==> config.mk <==
export PLATFORM = sky130hd
export DESIGN_NAME = regfile_sb
export DESIGN_NICKNAME = d
export VERILOG_FILES = /design/src/rtl/regfile_pkg.sv /design/src/rtl/regfile_scoreboard.sv /design/src/rtl/regfile_sb.sv
export SDC_FILE = /design/constraint.sdc
export NUM_CORES = 2
export LEC_CHECK = 0
export CAP_MARGIN = 20
export CORE_AREA = 2 2 317 319
export DETAILED_ROUTE_END_ITERATION = 7
export DIE_AREA = 0 0 319 321
export PLACE_DENSITY = 0.88
export SLEW_MARGIN = 10
export SYNTH_ARGS = -nofsm -noshare
export SYNTH_HDL_FRONTEND = slang
export SYNTH_SLANG_ARGS = --single-unit
==> constraint.sdc <==
create_clock -name clk -period 4.25 [get_ports clk]
set_clock_uncertainty 0.1 [all_clocks]
set_input_delay 1.275 -clock clk [delete_from_list [all_inputs] [get_ports clk]]
set_output_delay 1.275 -clock clk [all_outputs]
set_load 0.005 [all_outputs]
==> src/rtl/regfile_pkg.sv <==
// Shared types and defaults for the integer register file and its write-pending scoreboard.
package regfile_pkg;

    localparam int unsigned DEF_DATA_W = 32;
    localparam int unsigned DEF_ADDR_W = 5;
    localparam int unsigned DEF_CNT_W  = 6;
    localparam int unsigned REG_ZERO   = 0;

    typedef logic [DEF_ADDR_W-1:0] reg_addr_t;
    typedef logic [DEF_DATA_W-1:0] reg_data_t;

endpackage

==> src/rtl/regfile_scoreboard.sv <==
// Per-register busy bits for issued-but-uncommitted destinations, plus a running busy count.
module regfile_scoreboard
    import regfile_pkg::*;
#(
    parameter int unsigned ADDR_W = DEF_ADDR_W,
    parameter int unsigned CNT_W  = DEF_CNT_W
) (
    input  logic                 clk,
    input  logic                 rst_n,
    input  logic                 iss_en_i,
    input  logic [ADDR_W-1:0]    iss_addr_i,
    input  logic                 wr_en_i,
    input  logic [ADDR_W-1:0]    wr_addr_i,
    output logic [2**ADDR_W-1:0] busy_o,
    output logic [CNT_W-1:0]     pending_cnt_o
);

    localparam int unsigned Depth = 2**ADDR_W;

    logic [Depth-1:0] busy_q, busy_d;
    logic [CNT_W-1:0] cnt_q, cnt_d;
    logic             set, clr, inc, dec;

    always_comb begin
        set = iss_en_i && (iss_addr_i != ADDR_W'(REG_ZERO));
        clr = wr_en_i && (wr_addr_i != ADDR_W'(REG_ZERO));
        inc = set && !busy_q[iss_addr_i];
        // A re-issue of the register being committed keeps it busy, so nothing leaves.
        dec = clr && busy_q[wr_addr_i] && !(set && (iss_addr_i == wr_addr_i));

        busy_d = busy_q;
        if (clr) begin
            busy_d[wr_addr_i] = 1'b0;
        end
        if (set) begin
            busy_d[iss_addr_i] = 1'b1;
        end
        cnt_d = cnt_q + CNT_W'(inc) - CNT_W'(dec);
    end

    always_ff @(posedge clk or negedge rst_n) begin
        if (!rst_n) begin
            busy_q <= '0;
            cnt_q  <= '0;
        end else begin
            busy_q <= busy_d;
            cnt_q  <= cnt_d;
        end
    end

    assign busy_o        = busy_q;
    assign pending_cnt_o = cnt_q;

endmodule

==> src/rtl/regfile_sb.sv <==
// Integer register file with two combinational read ports and a write-pending scoreboard.
// Define REGFILE_BYPASS_EN for same-cycle write-through on reads and hazard.
module regfile_sb
    import regfile_pkg::*;
#(
    parameter int unsigned DATA_W = DEF_DATA_W,
    parameter int unsigned ADDR_W = DEF_ADDR_W,
    parameter int unsigned CNT_W  = DEF_CNT_W
) (
    input  logic              clk,
    input  logic              rst_n,
    input  logic [ADDR_W-1:0] rs_addr,
    input  logic [ADDR_W-1:0] rt_addr,
    output logic [DATA_W-1:0] rs_data,
    output logic [DATA_W-1:0] rt_data,
    input  logic              wr_en,
    input  logic [ADDR_W-1:0] wr_addr,
    input  logic [DATA_W-1:0] wr_data,
    input  logic              iss_en,
    input  logic [ADDR_W-1:0] iss_addr,
    output logic              hazard,
    output logic [CNT_W-1:0]  pending_cnt
);

    localparam int unsigned Depth = 2**ADDR_W;

    logic [DATA_W-1:0] mem_q [Depth];
    logic [Depth-1:0]  busy;
    logic [Depth-1:0]  busy_view;
    logic              wr_nz;

    assign wr_nz = wr_en && (wr_addr != ADDR_W'(REG_ZERO));

    // Entry 0 is never written, so it reads as zero without extra muxing.
    always_ff @(posedge clk or negedge rst_n) begin
        if (!rst_n) begin
            for (int i = 0; i < Depth; i++) begin
                mem_q[i] <= '0;
            end
        end else if (wr_nz) begin
            mem_q[wr_addr] <= wr_data;
        end
    end

    regfile_scoreboard #(
        .ADDR_W(ADDR_W),
        .CNT_W (CNT_W)
    ) u_scoreboard (
        .clk          (clk),
        .rst_n        (rst_n),
        .iss_en_i     (iss_en),
        .iss_addr_i   (iss_addr),
        .wr_en_i      (wr_en),
        .wr_addr_i    (wr_addr),
        .busy_o       (busy),
        .pending_cnt_o(pending_cnt)
    );

    always_comb begin
        rs_data   = mem_q[rs_addr];
        rt_data   = mem_q[rt_addr];
        busy_view = busy;
`ifdef REGFILE_BYPASS_EN
        if (wr_nz && rst_n) begin
            if (wr_addr == rs_addr) begin
                rs_data = wr_data;
            end
            if (wr_addr == rt_addr) begin
                rt_data = wr_data;
            end
            // A commit clears its busy bit early unless the same register is re-issued.
            if (!(iss_en && (iss_addr == wr_addr))) begin
                busy_view[wr_addr] = 1'b0;
            end
        end
`endif
        hazard = (busy_view[rs_addr] && (rs_addr != ADDR_W'(REG_ZERO))) ||
                 (busy_view[rt_addr] && (rt_addr != ADDR_W'(REG_ZERO)));
    end

endmodule

Word-level counts from Yosys, hierarchy flattened. Cells that the tools add are included.

Add/subtract/negate cells: 2. Magnitude comparators: 10. Equality and inequality tests: 1. Mux-type cells: 23. Bitwise operators: 6. Reduce and logical (&&, ||, !) cells: 18.

Operator list (count): 1024-bit bitwise mux (1); 32-bit binary-select mux with 5-bit select (2); 32-bit 2-to-1 mux (7); 32-bit demux with 5-bit select (1); 32-bit AND (1); 32-bit NOT (1); 32-bit bitwise OR (1); 5-bit by 6-bit less-than comparator with 1-bit output (second input constant) (4); 1-bit binary-select mux with 5-bit select (4); 5-bit nonzero test (4); 6-bit greater-or-equal comparator (second input constant) (3); 5-bit NOT with 6-bit output (3); 1-bit logical AND (11); 1-bit demux with 5-bit select (2); 5-bit by 1-bit greater-or-equal comparator with 1-bit output (second input constant) (2); 6-bit by 1-bit adder with 6-bit output (1); 6-bit by 1-bit less-than comparator with 1-bit output (second input constant) (1); 1-bit 2-to-1 mux (6); 6-bit by 1-bit subtractor with 6-bit output (1); 5-bit equality test (1); 1-bit zero test (2); 1-bit logical OR (1).

Register bits after elaboration: 1062. Input bits: 56. Output and inout bits: 71. Logic and storage cells: 94.

Longest topological paths before layout.
Depth in word-level cells: 9. Mapped depth: 15.

Cells and area by module. A second synthesis with hierarchy kept.

Cells, all modules: 3645. Area, all modules: 56529.2 µm².

By module, submodules not included: regfile_sb (instances 1, cells an instance 3419, area each 54233.3 µm²); regfile_scoreboard (instances 1, cells an instance 226, area each 2296.0 µm²).

Worst setup path before layout. OpenSTA, ideal clock, no wires.

Path type: input -> output. From: in rt_addr[1]. To: out hazard. Data arrival time: 2.883 ns. Data required time: 2.875 ns. Slack: -0.008 ns. Stages: 6. Cells stage by stage: buf_6 mux4_2 a32o_1 a211oi_2 nand4_1 or4_1.

Longest elaborated chain between the ends: 4. Elaborated cells on any way between the ends: 5.

Ends and longest elaborated chain: start, declared (RTL line regfile_sb.sv:13) `input logic [ADDR_W-1:0] rt_addr,`; 1-bit binary-select mux with 5-bit select (RTL line regfile_sb.sv:78) `(busy_view[rt_addr] && (rt_addr != ADDR_W'(REG_ZERO)));`; 1-bit 2-to-1 mux (not written as such) (RTL line regfile_sb.sv:78); 1-bit logical AND (*) (RTL line regfile_sb.sv:78); 1-bit logical OR (*) (RTL line regfile_sb.sv:77) `hazard = (busy_view[rs_addr] && (rs_addr != ADDR_W'(REG_ZERO))) ||`; end, declared (RTL line regfile_sb.sv:21) `output logic hazard,`.

Mark *: on every way between the ends. The rest lies on a longest branch, timed or not. The select of a mux whose other input is x is not followed.

Final worst setup path.
From: in rt_addr[0]. To: out rt_data[24].

Longest elaborated chain between the ends: 4.

Ends and longest elaborated chain: 5-bit NOT with 6-bit output (not written as such) (RTL line regfile_sb.sv:61) `rt_data = mem_q[rt_addr];`; 32-bit binary-select mux with 5-bit select (RTL line regfile_sb.sv:61); 32-bit 2-to-1 mux (not written as such) (2 in a row) (RTL line regfile_sb.sv:61); end, declared (RTL line regfile_sb.sv:15) `output logic [DATA_W-1:0] rt_data,`.

Every way passes these cells. The select of a mux whose other input is x is not followed.

==> flow_metrics.tcl <==
set metrics [dict create \
    areaGrowthSynthToFinish_pct 25.9 \
    crit_chain "buf_16 -> buf_8 -> buf_12 -> buf_6 -> buf_12 -> mux4_2 -> mux2i_2 -> a211o_1 -> a21oi_2 -> buf_2" \
    cp.arrival_ns 3.50 \
    fin_crit_ns 4.87 \
    final_common_cell "dfrtp_1" \
    tns_ns -20.97 \
    num_rows 116 \
    dieArea_um2 102000 \
    syn_nets 3716 \
    core_area_um2 99300 \
    synth_edf_count 0 \
    grt_pass1_wl_um 320000 \
    routed-wl-met3_um 46300 \
    grt_max_degree 128 \
    die_w_um 319 \
    cpMaxStageDelayCell "a211o_1" \
    dpl.hpwl_um 104000 \
    dr.pass1.iters 8 \
    outcome "finished, violations left" \
    finalSetupViolations 65 \
    root_buffer "clkbuf_16" \
    die-height_um 321 \
    violations "design-rule violations, negative setup slack" \
    powerDensity_nw_per_um2 480 \
    power_mw 33.9 \
    ir_drop_v 0.000441 \
    synth_cell_type_count 54 \
    critPathCaptureType "output pin" \
    path_buf_inv 6 \
    gp_congestion 0.945 \
    clk_latency_ns 0.76 \
    rsz0062_at_grt "yes" \
    gr-total-overflow 0 \
    drive_gt1_share_pct 57.0 \
    required_ns 2.87 \
    avgSynthCellArea_um2 15.4 \
    boundaryPins 127 \
    clk_pin_slew_ns 0.06 \
    highest_layer "met5" \
    max_freq_mhz 205 \
    critPathLaunchType "input port" \
    ant_nets 0 \
    slew_viol_final 0 \
    synth_cells 3653 \
    layout_common_cells "dfrtp_1 (1062), mux2_2 (701), mux4_2 (534)" \
    hold_class "flop to flop" \
    grt.total_usage_pct 43.2 \
    synth_area_um2 56200 \
    synthFlopType "dfrtp_1" \
    wl_um 253000 \
    yosysTopAreaCellShare_pct 47.3 \
    period_share_pct 115 \
    worst_slew_pin_slew_ns 1.28 \
    maxCapViolations 0 \
    p_leak_nw 31.1 \
    antenna_found_initial 22 \
    slowest_delay_ns 0.54 \
    drc 14 \
    setup_slack_ns -0.622 \
    crit_family "multiplexers" \
    dr_wl_met2_um 102000 \
    yosysWarnings 0 \
    synth-seq-cells 1062 \
    finalHoldViolations 0 \
    nFillCells 5147 \
    fin_nets 4145 \
    synth_top_area_cell "dfrtp_1" \
    yosysSeqAreaShare_pct 47.3 \
    cts_made_buffers 108 \
    wl_met1_um 71000 \
    timing.slew.headroom_pct 14.7 \
    r2r_slack_ns 1.03 \
    cts.sinks 1062 \
    path_common_cell "buf_12" \
    vias 46100 \
    grt_pass1_vias 45700 \
    crit_fanout 7 \
    async_flop_share_pct 100 \
    initial_utilization_pct 56.6 \
    avgRoutedWirePerCell_um 46.0 \
    cts_tree "built" \
    port_buffers 126 \
    clock_tree.htree_level_count 3 \
    avgViaCountPerCell 8.39 \
    synth_top_cells_by_area "dfrtp_1 (47%), mux4_2 (21%), mux2_2 (14%)" \
    drt_iter0_markers 8164 \
    critPathKind "input port to output pin" \
    clock_path_buffers 3 \
]
[through the flow]
step	util [%]	cell area, um^2	hold slack, ns	instances	setup slack [ns]
2_1_floorplan	-	56200	0.325	3653	0.0136
3_3_place_gp	61.7	61300	0.263	4996	-0.976
3_5_place_dp	61.7	61300	0.265	4996	-1.02
4_1_cts	69.6	69100	0.282	5389	-0.293
5_1_grt	71.2	70700	0.314	5475	-0.561
6_report	71.2	70700	0.276	5489	-0.622
[sequential cells by signal (all words and copies together), names as in the netlist]
signal and cells:
mem_q 1024, u_scoreboard.busy_o 32, u_scoreboard.pending_cnt_o 6
[worst register-to-register path, cell delays in order (launching register included)]
cell and delay [ns]:
dfrtp_1 0.44, mux4_2 0.51, a22o_1 0.28, a221oi_1 0.25, a31oi_1 0.15, ha_1 0.30
inv_1 0.06, ha_1 0.17, inv_1 0.06, fa_1 0.41, inv_1 0.07, a21o_1 0.11
a21oi_1 0.07, xnor2_1 0.12
[cell type report]
type                            count  area (um^2)  area share [%]
Tap cell                         1298         1620            2.30
Clock buffer                      141         3040            4.30
Clock inverter                     61          925            1.31
Antenna cell                       17         42.5          0.0602
Timing Repair Buffer              737         9120            12.9
Multi-Input combinational cell   2159        29300            41.5
Sequential cell                  1062        26600            37.6
Inverter                           14         52.6          0.0743
[logic make-up after synthesis]
group | synth area share [%]
mux | 43.9
fa+ha+maj | 0.169
simple gates | 1.29
compound gates | 3.83
xor+xnor | 0.140
flops | 47.3
buf+inv | 3.35
[timing repair]
item | in CTS | in global routing
gates cloned | 35 | 2
hold buffers | 0 | 0
pin swaps | 105 | 93
setup buffers | 166 | 97
resized for setup | 616 | 246
setup endpoints to repair | 65 | 65
[path summary, 6_finish.rpt]
check	startpoint	end	cells after the start
setup / recovery	rt_addr[0]	rt_data[24]	10
hold / removal	u_scoreboard.busy_o[0]	u_scoreboard.busy_o[0]	0
setup reg to reg	u_scoreboard.busy_o[31]	u_scoreboard.pending_cnt_o[4]	13
hold reg to reg	u_scoreboard.busy_o[0]	u_scoreboard.busy_o[0]	0
max in group asynchronous	rst_n	mem_q[263]	2
min in group asynchronous	rst_n	mem_q[536]	1
[report_power, final]
group          leakage [nW]  total, mW  internal [mW]  switching (mW)
Sequential             13.6       14.3           12.0            2.24
Clock                  1.95       11.2           6.39            4.78
Combinational          15.5       8.47           4.48            3.99
Total                  31.1       33.9           22.9            11.0
[synthesized netlist by cell type, types with 34 or more instances]
cell type,number
mux2_2,701
mux4_2,534
mux2_1,294
mux2i_1,142
clkbuf_1,232
a21oi_1,72
buf_2,114
o22ai_1,130
buf_1,42
o21ai_0,34
dfrtp_1,1062
nand2_1,44
a211o_1,64
[routing by layer]
| layer | vias to the layer above | GRT usage, % |
|---|---|---|
| li1 | 15100 | - |
| met1 | 22400 | 49.0 |
| met2 | 5845 | 62.1 |
| met3 | 2678 | 20.8 |
| met4 | 38 | 35.5 |
| met5 | - | 0.662 |
Power figures use the tool's default switching activity.
